File: src/rtl/dram_arb_pkg.sv
// Shared types and constants for the DRAM access arbiter.
// The arbiter shares one single-port DRAM between the instruction-fetch and data ports.
package dram_arb_pkg;
    typedef enum logic [1:0] {ARB_IDLE, ARB_BUSY, ARB_RESP} arb_state_t;
    typedef enum logic {OWN_IF, OWN_MEM} arb_owner_t;

    localparam int unsigned WORD_BYTES = 8;
    localparam int unsigned MASK_W     = WORD_BYTES;
endpackage

File: src/rtl/dram_arb_pick.sv
// Combinational grant pick: MEM has priority unless IF has waited through
// STARVE_MAX back-to-back MEM grants.
module dram_arb_pick #(
    parameter int unsigned STARVE_MAX = 4,
    parameter int unsigned CNT_W      = 3
) (
    input  logic             i_if_req,
    input  logic             i_mem_req,
    input  logic [CNT_W-1:0] i_starve_cnt,
    output logic             o_grant_if,
    output logic             o_grant_mem
);
    logic w_if_forced;

    always_comb begin
        w_if_forced = (i_starve_cnt == CNT_W'(STARVE_MAX));
        o_grant_mem = i_mem_req && !(i_if_req && w_if_forced);
        o_grant_if  = i_if_req && !o_grant_mem;
    end
endmodule

File: src/rtl/dram_access_arbiter.sv
// Arbitrates the single-port, variable-latency DRAM between the IF and MEM ports,
// with one outstanding access, starvation protection and a BUSY timeout.
module dram_access_arbiter
    import dram_arb_pkg::*;
#(
    parameter int unsigned ADDR_W     = 64,
    parameter int unsigned DATA_W     = 64,
    parameter int unsigned STARVE_MAX = 4,
    parameter int unsigned TIMEOUT    = 255
) (
    input  logic              clk,
    input  logic              reset,
    input  logic              if_req,
    input  logic [ADDR_W-1:0] if_addr,
    output logic              if_done,
    output logic [DATA_W-1:0] if_rdata,
    input  logic              mem_req,
    input  logic              mem_we,
    input  logic [ADDR_W-1:0] mem_addr,
    input  logic [DATA_W-1:0] mem_wdata,
    input  logic [MASK_W-1:0] mem_wmask,
    output logic              mem_done,
    output logic [DATA_W-1:0] mem_rdata,
    output logic              mem_stall,
    output logic              err,
    output logic              dram_req,
    output logic              dram_we,
    output logic [ADDR_W-1:0] dram_addr,
    output logic [DATA_W-1:0] dram_wdata,
    output logic [MASK_W-1:0] dram_wmask,
    input  logic              dram_ack,
    input  logic [DATA_W-1:0] dram_rdata
);
    localparam int unsigned SC_W  = $clog2(STARVE_MAX + 1);
    localparam int unsigned TMO_W = $clog2(TIMEOUT + 1);

    arb_state_t        r_state;
    arb_owner_t        r_owner;
    logic [SC_W-1:0]   r_starve;
    logic [TMO_W-1:0]  r_tmo;
    logic              r_if_done, r_mem_done, r_err;
    logic [DATA_W-1:0] r_if_rdata, r_mem_rdata;
    logic              r_dram_req, r_dram_we;
    logic [ADDR_W-1:0] r_dram_addr;
    logic [DATA_W-1:0] r_dram_wdata;
    logic [MASK_W-1:0] r_dram_wmask;
    logic              w_grant_if, w_grant_mem;

    dram_arb_pick #(
        .STARVE_MAX (STARVE_MAX),
        .CNT_W      (SC_W)
    ) u_pick (
        .i_if_req     (if_req),
        .i_mem_req    (mem_req),
        .i_starve_cnt (r_starve),
        .o_grant_if   (w_grant_if),
        .o_grant_mem  (w_grant_mem)
    );

    always_ff @(posedge clk or negedge reset) begin
        if (!reset) begin
            r_state      <= ARB_IDLE;
            r_owner      <= OWN_IF;
            r_starve     <= '0;
            r_tmo        <= '0;
            r_if_done    <= 1'b0;
            r_mem_done   <= 1'b0;
            r_err        <= 1'b0;
            r_if_rdata   <= '0;
            r_mem_rdata  <= '0;
            r_dram_req   <= 1'b0;
            r_dram_we    <= 1'b0;
            r_dram_addr  <= '0;
            r_dram_wdata <= '0;
            r_dram_wmask <= '0;
        end else begin
            r_if_done  <= 1'b0;
            r_mem_done <= 1'b0;
            r_err      <= 1'b0;
            case (r_state)
                ARB_IDLE: begin
                    if (!if_req) r_starve <= '0;
                    r_tmo <= '0;
                    if (w_grant_if) begin
                        r_starve     <= '0;
                        r_owner      <= OWN_IF;
                        r_dram_req   <= 1'b1;
                        r_dram_we    <= 1'b0;
                        r_dram_addr  <= if_addr;
                        r_dram_wdata <= '0;
                        r_dram_wmask <= '0;
                        r_state      <= ARB_BUSY;
                    end else if (w_grant_mem) begin
                        if (if_req && r_starve != SC_W'(STARVE_MAX))
                            r_starve <= r_starve + 1'b1;
                        r_owner      <= OWN_MEM;
                        r_dram_req   <= 1'b1;
                        r_dram_we    <= mem_we;
                        r_dram_addr  <= mem_addr;
                        r_dram_wdata <= mem_wdata;
                        r_dram_wmask <= mem_wmask;
                        r_state      <= ARB_BUSY;
                    end
                end
                ARB_BUSY: begin
                    // Done/err are raised here so they appear during the RESP cycle.
                    if (dram_ack) begin
                        r_dram_req <= 1'b0;
                        if (r_owner == OWN_IF) begin
                            r_if_rdata <= dram_rdata;
                            r_if_done  <= 1'b1;
                        end else begin
                            if (!r_dram_we) r_mem_rdata <= dram_rdata;
                            r_mem_done <= 1'b1;
                        end
                        r_state <= ARB_RESP;
                    end else if (r_tmo == TMO_W'(TIMEOUT - 1)) begin
                        r_dram_req <= 1'b0;
                        r_err      <= 1'b1;
                        if (r_owner == OWN_IF) begin
                            r_if_rdata <= '0;
                            r_if_done  <= 1'b1;
                        end else begin
                            r_mem_rdata <= '0;
                            r_mem_done  <= 1'b1;
                        end
                        r_state <= ARB_RESP;
                    end else begin
                        r_tmo <= r_tmo + 1'b1;
                    end
                end
                ARB_RESP: r_state <= ARB_IDLE;
                default:  r_state <= ARB_IDLE;
            endcase
        end
    end

    assign if_done    = r_if_done;
    assign if_rdata   = r_if_rdata;
    assign mem_done   = r_mem_done;
    assign mem_rdata  = r_mem_rdata;
    assign mem_stall  = mem_req & ~r_mem_done;
    assign err        = r_err;
    assign dram_req   = r_dram_req;
    assign dram_we    = r_dram_we;
    assign dram_addr  = r_dram_addr;
    assign dram_wdata = r_dram_wdata;
    assign dram_wmask = r_dram_wmask;
endmodule

File: config.mk
export PLATFORM = sky130hd
export DESIGN_NAME = dram_access_arbiter
export DESIGN_NICKNAME = d
export VERILOG_FILES = /design/src/rtl/dram_arb_pkg.sv /design/src/rtl/dram_arb_pick.sv /design/src/rtl/dram_access_arbiter.sv
export SDC_FILE = /design/constraint.sdc
export NUM_CORES = 1
export LEC_CHECK = 0
export CAP_MARGIN = 40
export CORE_AREA = 8 8 206 208
export DETAILED_ROUTE_END_ITERATION = 12
export DIE_AREA = 0 0 214 216
export PLACE_DENSITY_LB_ADDON = 0.2
export SYNTH_ARGS = -nofsm -noshare
export SYNTH_HDL_FRONTEND = slang
export SYNTH_HIERARCHICAL = 1
export SYNTH_SLANG_ARGS = --single-unit
File: constraint.sdc
create_clock -name clk -period 5.2 [get_ports clk]
set_input_delay 1.04 -clock clk [delete_from_list [all_inputs] [get_ports clk]]
set_output_delay 1.04 -clock clk [all_outputs]
set_load 0.02 [all_outputs]
Word level (Yosys, flattened, before mapping):

Cells that the tools add are included.

* add/sub/neg operators: 2
* equal/unequal tests: 9
* muxes and demuxes: 46
* bitwise logic cells: 3
* reductions and logical operators: 16

Operators by type and width (count)
* $mux W64: 13
* $mux W8: 4
* $mux W1: 18
* $pmux W8 S2: 1
* $mux W3: 4
* $reduce_and A3 Y1: 3
* $add A8 B1 Y8 const B: 1
* $eq A8 B8 Y1 const B: 1
* $mux W2: 4
* $ne A2 B2 Y1 const B: 3
* $ne A3 B3 Y1 const B: 2
* $reduce_bool A2 Y1: 3
* $logic_and A1 B1 Y1: 4
* $pmux W2 S2: 1
* $reduce_and A2 Y1: 2
* $reduce_and A4 Y1: 1
* $add A3 B1 Y3 const B: 1
* $eq A3 B3 Y1 const B: 1
* $ne A3 B1 Y1 const B: 1
* $eq A2 B1 Y1 const B: 1
* $logic_not A1 Y1: 2
* $logic_not A2 Y1: 1
* $not A1 Y1: 2
* $pmux W1 S2: 1
* $and A1 B1 Y1: 1

* bits in registers: 283
* input bits: 270
* output and inout port bits: 270
* logic and storage cells: 90

Longest topological paths before layout:

Gate-level depths: netlist of run 1.

* depth after elaboration: 8
* depth in mapped cells: 8
* depth with buffers taken out: 6

Modules after synthesis:

The synthesis of run 1 kept the hierarchy.

By module, submodules not included
* dram_access_arbiter: instances 1, cells an instance 904, area an instance 11457.2 um^2, seq. area each 7081.8 um^2
* dram_arb_pick: instances 1, cells an instance 4, area an instance 32.5 um^2, seq. area each 0.0 um^2

Least setup slack after synthesis of run 1:

Ideal clock, no wire load.

* path type: input port to flip-flop
* from: in if_req
* to: reg r_dram_addr[59] (netlist: dram_addr[59])
* library setup time: 0.135 ns
* arrival time: 2.370 ns
* data required time: 5.065 ns
* setup slack: 2.694 ns
* cell stages on the path: 6
* path buffers: 2
* cells stage by stage: nand2_1 -> o32ai_2 -> buf_2 -> buf_1 -> mux2i_1 -> o21ai_0

* word-level cells in the longest chain between the ends: 7
* elaborated cells on any way between the ends: 8
* those cells by class: mux (1); reduce/logical (7)

RTL lines
* start: declaration: line dram_access_arbiter.sv:13 `input logic if_req,`
* $logic_and A1 B1 Y1: line dram_arb_pick.sv:17 `o_grant_mem = i_mem_req && !(i_if_req && w_if_forced);`
* $logic_not A1 Y1: line dram_arb_pick.sv:17
* $logic_and A1 B1 Y1: line dram_arb_pick.sv:17
* $logic_not A1 Y1: line dram_arb_pick.sv:18 `o_grant_if = i_if_req && !o_grant_mem;`
* $logic_and A1 B1 Y1 (*): line dram_arb_pick.sv:18
* via w_grant_if: line dram_access_arbiter.sv:47 `logic w_grant_if, w_grant_mem;`
* $reduce_bool A2 Y1 (no source line)
* $reduce_and A2 Y1 (no source line)
* end signal: assignment: line dram_access_arbiter.sv:89 `r_dram_addr <= if_addr;`
* end signal: assignment: line dram_access_arbiter.sv:99 `r_dram_addr <= mem_addr;`
* end: declaration: line dram_access_arbiter.sv:44 `logic [ADDR_W-1:0] r_dram_addr;`

Mark *: on every way through the listed nets, which the timed path passes. The rest lies on a longest branch.
A chain may end at the register's enable or synchronous reset.

Worst setup path in the final report of run 1:

* from: in mem_req
* to: out mem_stall

* word-level cells in the longest chain between the ends: 1

RTL lines
* start: declaration: line dram_access_arbiter.sv:17 `input logic mem_req,`
* $and A1 B1 Y1: line dram_access_arbiter.sv:142 `assign mem_stall = mem_req & ~r_mem_done;`
* end: declaration: line dram_access_arbiter.sv:24 `output logic mem_stall,`

No other way between the ends.

==> impl_metrics.tcl, run 1 <==
set metrics [dict create \
    ios 540 \
    nets 1691 \
    core_um2 39200 \
    synthAdderAreaFrac_pct 0.436 \
    clkLatencyLatePin_ns 0.51 \
    grt_pass1_vias 10200 \
    synth_ff_type "dfrtp_1" \
    htree_levels 2 \
    maxSlewHeadroom_pct 34.1 \
    first_pass_iters 5 \
    dp_hpwl_um 33200 \
    rows 73 \
    grt.overflow.total 0 \
    die_h_um 216 \
    p_per_area_nw_per_um2 665 \
    yosys_warnings 6 \
    r2r_slack_ns 2.68 \
    rsz0062_at_grt "no" \
    wl_um 45800 \
    cts.sinks 283 \
    avgSynthCellArea_um2 12.7 \
    vias 9668 \
    cp.required_ns 4.16 \
    antenna_found_initial 3 \
    drt_iter0_drc 559 \
    end_kind "primary output" \
    power.leakage_nw 7.72 \
    cts_tree "done" \
    synth_compound_area_share_pct 24.0 \
    fin_skew_ns 0.0143 \
    routabilityCongestion 0.802 \
    wire_per_inst_um 23.3 \
    synth_cell_types 47 \
    r2r-end "if_rdata[6]$_DFFE_PN0P_" \
    finalSetupTns_ns 0 \
    portBuffers 539 \
    cts_buffers 34 \
    worst-slew-pin-transition_ns 0.989 \
    setup_viol 0 \
    cts_setup_buffers 0 \
    route.detailed.drc 0 \
    start_kind "primary input" \
    nFillCells 3575 \
    root_buffer "clkbuf_16" \
    drive_above_1_share_pct 6.04 \
    path_max_fanout 3 \
    die-area_um2 46200 \
    synth-xor-area-share_pct 0 \
    die_width_um 214 \
    synth_edf_count 0 \
    multiInputGateArea_um2 3990 \
    layout.area.seq_um2 7080 \
    synth.net_count 1182 \
    r2r-start "r_state[1]$_DFFE_PN0P_" \
    hold_viol 0 \
    critical_path_arrival_ns 2.37 \
    syn-cell-area_um2 11500 \
    setup_ws_ns 1.79 \
    hold_buffers 0 \
    maxCapViolations 0 \
    ctsResizeCount 0 \
    synthArstFlopShare_pct 100 \
    synth_top_family_by_area "compound AO/OA/AOI/OAI gates" \
    grt_pass1_wl_um 68200 \
    period_share_pct 65.6 \
    drv_slew 0 \
    grt_max_degree 126 \
    fmax_mhz 293 \
    period_needed_ns 3.41 \
    viasPerCell 4.91 \
    cts_buffer_depth 3 \
    antenna_left 0 \
    ys_seq_area_share_pct 61.6 \
    netlist_instances 908 \
    start_util_pct 29.3 \
    critPathCapture "mem_stall" \
    vdd_ir_drop_max_v 0.000262 \
    synth-simple-area-share_pct 4.17 \
    hp-class "reg -> reg" \
    worstSetupStartpoint "mem_req" \
    rr_worst_depth 4 \
    status "finished clean" \
    ys_seq_elements 283 \
    grtUsageTotal_pct 19.0 \
    place_ws_ns 1.60 \
    synth_mux_area_share_pct 5.75 \
    clk_pin_slew_worst_paths_ns 0.06 \
    path_class "in -> out" \
    power_mw 12.3 \
    area_growth_pct 61.5 \
]
==> metrics by stage <==
stage	std cells	instance area [µm²]	hold slack (ns)	utilization, %
4_1_cts	1966	18600	0.482	47.4
5_1_grt	1968	18600	0.499	47.4
6_report	1968	18600	0.477	47.4
3_5_place_dp	1906	17300	0.469	44.3
3_3_place_gp	1904	17300	0.461	44.1
2_1_floorplan	908	11500	0.476	-
==> cell families after synthesis <==
family          after synthesis
simple gates                109
fa+ha+maj                     4
mux                          66
compound gates              356
buf+inv                      90
flops                       283
==> final cells by class <==
class / count / area share (%)
inverters: 9 / 0.182
multi-input cells: 535 / 21.5
repair buffers: 554 / 30.1
well taps: 525 / 3.54
clock buffers: 47 / 5.45
clock inverters: 13 / 1.06
flip-flops and latches: 283 / 38.2
diodes: 2 / 0.0270
==> how the worst min path moves through the flow <==
stage,cells after the start,slack [ns],endpoint,startpoint
final,2,0.48,dram_addr[30]$_DFFE_PN0P_,dram_addr[30]$_DFFE_PN0P_
after global routing,2,0.50,dram_addr[9]$_DFFE_PN0P_,dram_addr[9]$_DFFE_PN0P_
after CTS,2,0.48,dram_addr[30]$_DFFE_PN0P_,dram_addr[30]$_DFFE_PN0P_
after detailed placement,2,0.47,dram_addr[9]$_DFFE_PN0P_,dram_addr[9]$_DFFE_PN0P_
after global placement,2,0.46,dram_addr[49]$_DFFE_PN0P_,dram_addr[49]$_DFFE_PN0P_
after floorplan,2,0.48,r_tmo[4]$_DFFE_PN0P_,r_tmo[4]$_DFFE_PN0P_
==> routing by layer <==
layer  part of all wire, %  GRT usage (%)  up-vias  wire length, µm
met3                   8.9           7.15       52             4050
met1                    40           22.5     4744            18100
met2                    50           32.2      424            22800
met4                   1.8           4.88        0              812
li1                      -              -     4448                -
met5                     0              0        -                0
==> sequential cells by signal, summed over array words and instances (netlist names) <==
signal      count
r_tmo           8
r_owner         1
dram_wmask      8
mem_rdata      64
r_state         2
dram_req        1
mem_done        1
r_starve        3
if_rdata       64
dram_addr      64
err             1
if_done         1
dram_wdata     64
dram_we         1
==> synthesized netlist by cell type (2+ instances only) <==
cell type / number / area share (%)
nor2_1: 7 / 0.23
nand2b_1: 2 / 0.11
inv_1: 7 / 0.23
o21ai_0: 70 / 3.0
dfrtp_1: 283 / 62
buf_1: 12 / 0.39
a22o_1: 137 / 10
buf_6: 11 / 1.1
nand4_1: 2 / 0.11
nand2_1: 77 / 2.5
o21ai_1: 2 / 0.087
mux2i_1: 66 / 5.7
inv_2: 2 / 0.065
nor3_1: 2 / 0.087
ha_1: 4 / 0.44
o2bb2ai_1: 64 / 4.9
buf_2: 28 / 1.2
clkbuf_1: 29 / 0.95
nor4_1: 2 / 0.11
a31oi_1: 3 / 0.16
a22oi_1: 64 / 4.2
nand3_1: 5 / 0.22
nor2b_1: 3 / 0.16
a21oi_1: 3 / 0.13
==> worst max-delay path: stages <==
cell	delay, ns
clkdlybuf4s50_1	0.55
nor2b_1	0.16
clkdlybuf4s50_1	0.63
==> layout by cell type (no fill, tap or decap), types with 2 or more instances in the layout <==
cell type / n
a21oi_1: 3
buf_16: 2
a22oi_1: 64
ha_1: 4
mux2i_1: 66
nor2b_1: 3
inv_2: 3
nand2b_1: 2
nand2_1: 77
clkbuf_16: 35
inv_1: 6
clkdlybuf4s50_1: 538
a31oi_1: 3
bufinv_16: 5
nor4_1: 2
clkbuf_8: 9
nand4_1: 2
diode_2: 2
a22o_1: 137
nand3_1: 5
dfrtp_1: 282
o2bb2ai_1: 64
buf_4: 10
nor2_1: 7
clkbuf_1: 3
buf_12: 3
o21ai_0: 70
nor3_1: 2
clkinv_2: 6
==> power by group <==
| part | leakage, nW | internal (mW) | switching, mW |
|---|---|---|---|
| combinational | 3.62 | 2.78 | 3.07 |
| sequential | 3.50 | 3.24 | 0.691 |
| clock | 0.598 | 1.61 | 0.949 |
| total | 7.72 | 7.63 | 4.71 |
No activity file was read; power rests on OpenSTA's default activity.
==> run 2, diff against run 1 <==
--- a/config.mk
+++ b/config.mk
@@ -6,9 +6,9 @@
 export NUM_CORES = 1
 export LEC_CHECK = 0
 export CAP_MARGIN = 40
-export CORE_AREA = 8 8 206 208
+export CORE_AREA = 8 8 204 206
 export DETAILED_ROUTE_END_ITERATION = 12
-export DIE_AREA = 0 0 214 216
+export DIE_AREA = 0 0 212 214
 export PLACE_DENSITY_LB_ADDON = 0.2
 export SYNTH_ARGS = -nofsm -noshare
 export SYNTH_HDL_FRONTEND = slang
==> constraint.sdc (replaced) <==
create_clock -name clk -period 3.4 [get_ports clk]
set_input_delay 0.68 -clock clk [delete_from_list [all_inputs] [get_ports clk]]
set_output_delay 0.68 -clock clk [all_outputs]
set_load 0.02 [all_outputs]
==> impl_metrics.tcl, run 2 (synthesized netlist as in run 1, its figures left out) <==
set metrics [dict create \
    maxSlewHeadroom_pct 43.2 \
    ctsResizeCount 0 \
    drt_iter0_drc 532 \
    rows 72 \
    start_kind "primary input" \
    grtUsageTotal_pct 19.5 \
    clkLatencyLatePin_ns 0.52 \
    stdcell_area_um2 18600 \
    nets 1700 \
    antenna_left 0 \
    grt.overflow.total 0 \
    cp_slowest_cell "clkdlybuf4s50_1" \
    final_cell_mix "clkdlybuf4s50_1, dfrtp_1, a22o_1, nand2_1, o21ai_0" \
    status "finished clean" \
    die-area_um2 45400 \
    end_kind "primary output" \
    wl_um 45800 \
    setup_viol 0 \
    vdd_ir_drop_max_v 0.000420 \
    portBuffers 539 \
    die_h_um 214 \
    fin_skew_ns 0.0122 \
    drive_above_1_share_pct 6.34 \
    vias 9741 \
    cp.required_ns 2.72 \
    grtUsageMet3_pct 7.69 \
    critical_path_arrival_ns 2.07 \
    place_ws_ns 0.346 \
    grt_pass1_vias 10300 \
    top_usage_layer "met2" \
    hp-class "in -> async" \
    period_needed_ns 2.75 \
    cts_buffer_depth 3 \
    max_stage_delay_ns 0.61 \
    layout.area.seq_um2 7080 \
    cp_common_cell "clkdlybuf4s50_1" \
    ios 540 \
    dp_hpwl_um 33800 \
    routabilityCongestion 0.841 \
    root_buffer "clkbuf_16" \
    maxCapViolations 0 \
    multiInputGateArea_um2 3990 \
    final_common_cell "clkdlybuf4s50_1" \
    grt_pass1_wl_um 67700 \
    rsz0062_at_grt "no" \
    antenna_found_initial 4 \
    cts_setup_buffers 0 \
    drv_slew 0 \
    cts_buffers 35 \
    area_growth_pct 62.2 \
    clk_pin_slew_worst_paths_ns 0.05 \
    hold_viol 0 \
    path_class "in -> out" \
    crit_chain "clkdlybuf4s50_1, nor2b_1, clkdlybuf4s50_1" \
    period_share_pct 80.8 \
    grt_max_degree 76 \
    wire_per_inst_um 23.2 \
    first_pass_iters 5 \
    cts.sinks 283 \
    finalSetupTns_ns 0 \
    nFillCells 3482 \
    power.leakage_nw 7.75 \
    worst-slew-pin-transition_ns 0.851 \
    utilization_pct 48.7 \
    grtUsageMet2_pct 33.7 \
    viasPerCell 4.94 \
    hold_buffers 0 \
    core_um2 38300 \
    start_util_pct 30.0 \
    route.detailed.drc 0 \
    p_per_area_nw_per_um2 1010 \
    place_area_um2 17400 \
    globalRouteMet1Util_pct 22.0 \
    die_width_um 212 \
    path_max_fanout 3 \
    setup_ws_ns 0.654 \
    cts_tree "done" \
    fmax_mhz 364 \
    htree_levels 2 \
]
## run 2: cell count changes in the layout (fill, tap and decap cells not counted), sizes merged
| cell | delta |
|---|---|
| clkbuf | +8 |
| buf | +8 |
| bufinv | -3 |
| diode | +1 |
| clkinv | -2 |
## run 2: through the flow
step | total power, mW | std cells | hold slack [ns]
2_1_floorplan | 10.4 | 908 | 0.384
3_3_place_gp | 15.1 | 1907 | 0.463
3_5_place_dp | 15.1 | 1907 | 0.470
4_1_cts | 19.1 | 1970 | 0.111
5_1_grt | 19.8 | 1973 | 0.138
6_report | 18.8 | 1973 | 0.127
## run 2: layer usage
layer / routed length [µm] / vias up
met4: 748 / 0
met5: 0 / -
met3: 4710 / 50
met2: 23000 / 415
met1: 17400 / 4808
li1: - / 4468
## run 2: critical path: cells and delay by family
kind	cells	cell delay [ns]
buf+inv	2	1.21
simple gates	1	0.17
## run 2: final cells by class
class | instances | share of cell area [%]
repair buffers | 562 | 30.6
diodes | 3 | 0.0403
clock inverters | 8 | 0.530
well taps | 518 | 3.48
inverters | 9 | 0.181
flip-flops and latches | 283 | 38.0
clock buffers | 55 | 5.81
multi-input cells | 535 | 21.4
## run 2: worst paths after layout
| kind | cells after the start | end | slack, ns | start |
|---|---|---|---|---|
| max reg2reg | 7 | mem_rdata[53]$_DFFE_PN0P_ | 1.01 | r_tmo[0]$_DFFE_PN0P_ |
| max | 3 | mem_stall | 0.65 | mem_req |
| min in group clk | 2 | dram_addr[34]$_DFFE_PN0P_ | 0.48 | dram_addr[34]$_DFFE_PN0P_ |
| max in group asynchronous | 2 | if_rdata[58]$_DFFE_PN0P_ | 2.47 | reset |
| min | 1 | mem_rdata[11]$_DFFE_PN0P_ | 0.13 | reset |
| min reg2reg | 2 | dram_addr[34]$_DFFE_PN0P_ | 0.48 | dram_addr[34]$_DFFE_PN0P_ |
## run 2: power by group
| part | internal, mW | switching (mW) | total [mW] |
|---|---|---|---|
| logic | 4.31 | 4.66 | 8.97 |
| registers | 4.96 | 1.10 | 6.06 |
| clock network | 2.34 | 1.42 | 3.77 |
| total | 11.6 | 7.18 | 18.8 |
==> run 3, diff against run 2 <==
==> constraint.sdc (replaced) <==
create_clock -name clk -period 2.65 [get_ports clk]
set_input_delay 0.53 -clock clk [delete_from_list [all_inputs] [get_ports clk]]
set_output_delay 0.53 -clock clk [all_outputs]
set_load 0.02 [all_outputs]
==> impl_metrics.tcl, run 3 (synthesized netlist as in run 1, its figures left out) <==
set metrics [dict create \
    fin_skew_ns 0.0171 \
    rows 72 \
    ios 540 \
    antenna_found_initial 3 \
    setup_viol 0 \
    final_cells 1975 \
    rr_worst_depth 7 \
    multiInputGateArea_um2 3990 \
    drt_iter0_drc 459 \
    hp-class "in -> async" \
    grt_max_degree 73 \
    post-place-cells 1916 \
    nets 1706 \
    die_h_um 214 \
    layout.area.seq_um2 7080 \
    critical_path_arrival_ns 1.91 \
    path_class "in -> out" \
    die-area_um2 45400 \
    wire_per_inst_um 23.0 \
    r2r-end "if_rdata[44]$_DFFE_PN0P_" \
    cts.sinks 283 \
    start_kind "primary input" \
    p_per_area_nw_per_um2 1270 \
    final_common_cell "clkdlybuf4s50_1" \
    cp_common_cell "clkdlybuf4s50_1" \
    grtUsageTotal_pct 19.2 \
    worst-slew-pin-transition_ns 0.825 \
    cts_setup_buffers 0 \
    nFillCells 3448 \
    clk_pin_slew_worst_paths_ns 0.06 \
    first_pass_iters 5 \
    cts_tree "done" \
    grt.overflow.total 0 \
    r2r-start "r_tmo[0]$_DFFE_PN0P_" \
    core_um2 38300 \
    path_max_fanout 3 \
    finalSetupTns_ns 0 \
    hold_viol 0 \
    hold_buffers 1 \
    cp_slowest_cell "clkdlybuf4s50_1" \
    clkLatencyLatePin_ns 0.57 \
    r2r_slack_ns 0.49 \
    period_needed_ns 2.44 \
    area_growth_pct 62.4 \
    htree_levels 1 \
    root_buffer "clkbuf_16" \
    routabilityCongestion 0.835 \
    die_width_um 212 \
    drive_above_1_share_pct 6.66 \
    route.detailed.drc 0 \
    wl_um 45400 \
    final_cell_mix "clkdlybuf4s50_1, dfrtp_1, a22o_1, nand2_1, o21ai_0" \
    vias 9629 \
    viasPerCell 4.88 \
    portBuffers 539 \
    drv_slew 0 \
    dp_hpwl_um 33500 \
    vdd_ir_drop_max_v 0.000679 \
    ctsResizeCount 0 \
    cts_buffers 31 \
    grt_pass1_wl_um 67500 \
    crit_chain "clkdlybuf4s50_1, nor2b_1, clkdlybuf4s50_1" \
    rsz0062_at_grt "no" \
    status "finished clean" \
    period_share_pct 92.1 \
    grt_pass1_vias 10000 \
    maxSlewHeadroom_pct 45.0 \
    cts_buffer_depth 3 \
    start_util_pct 30.0 \
    antenna_left 0 \
    max_stage_delay_ns 0.61 \
    end_kind "primary output" \
    power.leakage_nw 7.77 \
    cp.required_ns 2.12 \
    fmax_mhz 410 \
    maxCapViolations 0 \
]
run 3: through the flow:
step	instance area, µm²	power (mW)	utilization, %	hold slack (ns)	setup WS (ns)
after detailed placement	17600	19.5	46.0	0.470	0.156
after floorplan	11500	13.3	-	0.234	0.654
after global placement	17600	19.5	46.0	0.460	0.168
after CTS	18700	24.1	48.7	0.466	0.187
after global routing	18700	25.1	48.7	0.486	0.138
final	18700	23.8	48.7	0.471	0.209
run 3: routing by layer:
layer,track usage (%),routed length [µm],vias to the layer above
li1,-,-,4482
met1,22.4,17300,4706
met2,33.2,22700,392
met3,7.22,4560,49
met4,4.40,843,0
met5,0,0,-
run 3: worst max-delay path by stage:
stage,startpoint,to,cells past startpoint,slack (ns)
after floorplan,if_req,dram_addr[59]$_DFFE_PN0P_,6,0.65
after global placement,mem_req,mem_stall,3,0.17
after detailed placement,if_req,r_starve[1]$_DFFE_PN0P_,8,0.16
after CTS,mem_req,mem_stall,3,0.19
after global routing,mem_req,mem_stall,3,0.14
final,mem_req,mem_stall,3,0.21
run 3: worst max-delay path: cells and delay by family:
family,cells,cell delay (ns)
buffers and inverters,2,1.22
and+or+nand+nor,1,0.16
run 3: report_power, final:
group / switching, mW / internal, mW / leakage (nW)
sequential: 1.36 / 6.37 / 3.50
clock: 1.77 / 2.61 / 0.518
combinational: 6.01 / 5.65 / 3.75
total: 9.13 / 14.6 / 7.77
run 3: final cells by class:
cell class              count  area share (%)
flip-flops and latches    283            38.0
repair buffers            572            31.4
multi-input cells         535            21.4
clock buffers              48            5.04
well taps                 518            3.47
clock inverters             9           0.530
inverters                   9           0.181
diodes                      1          0.0134
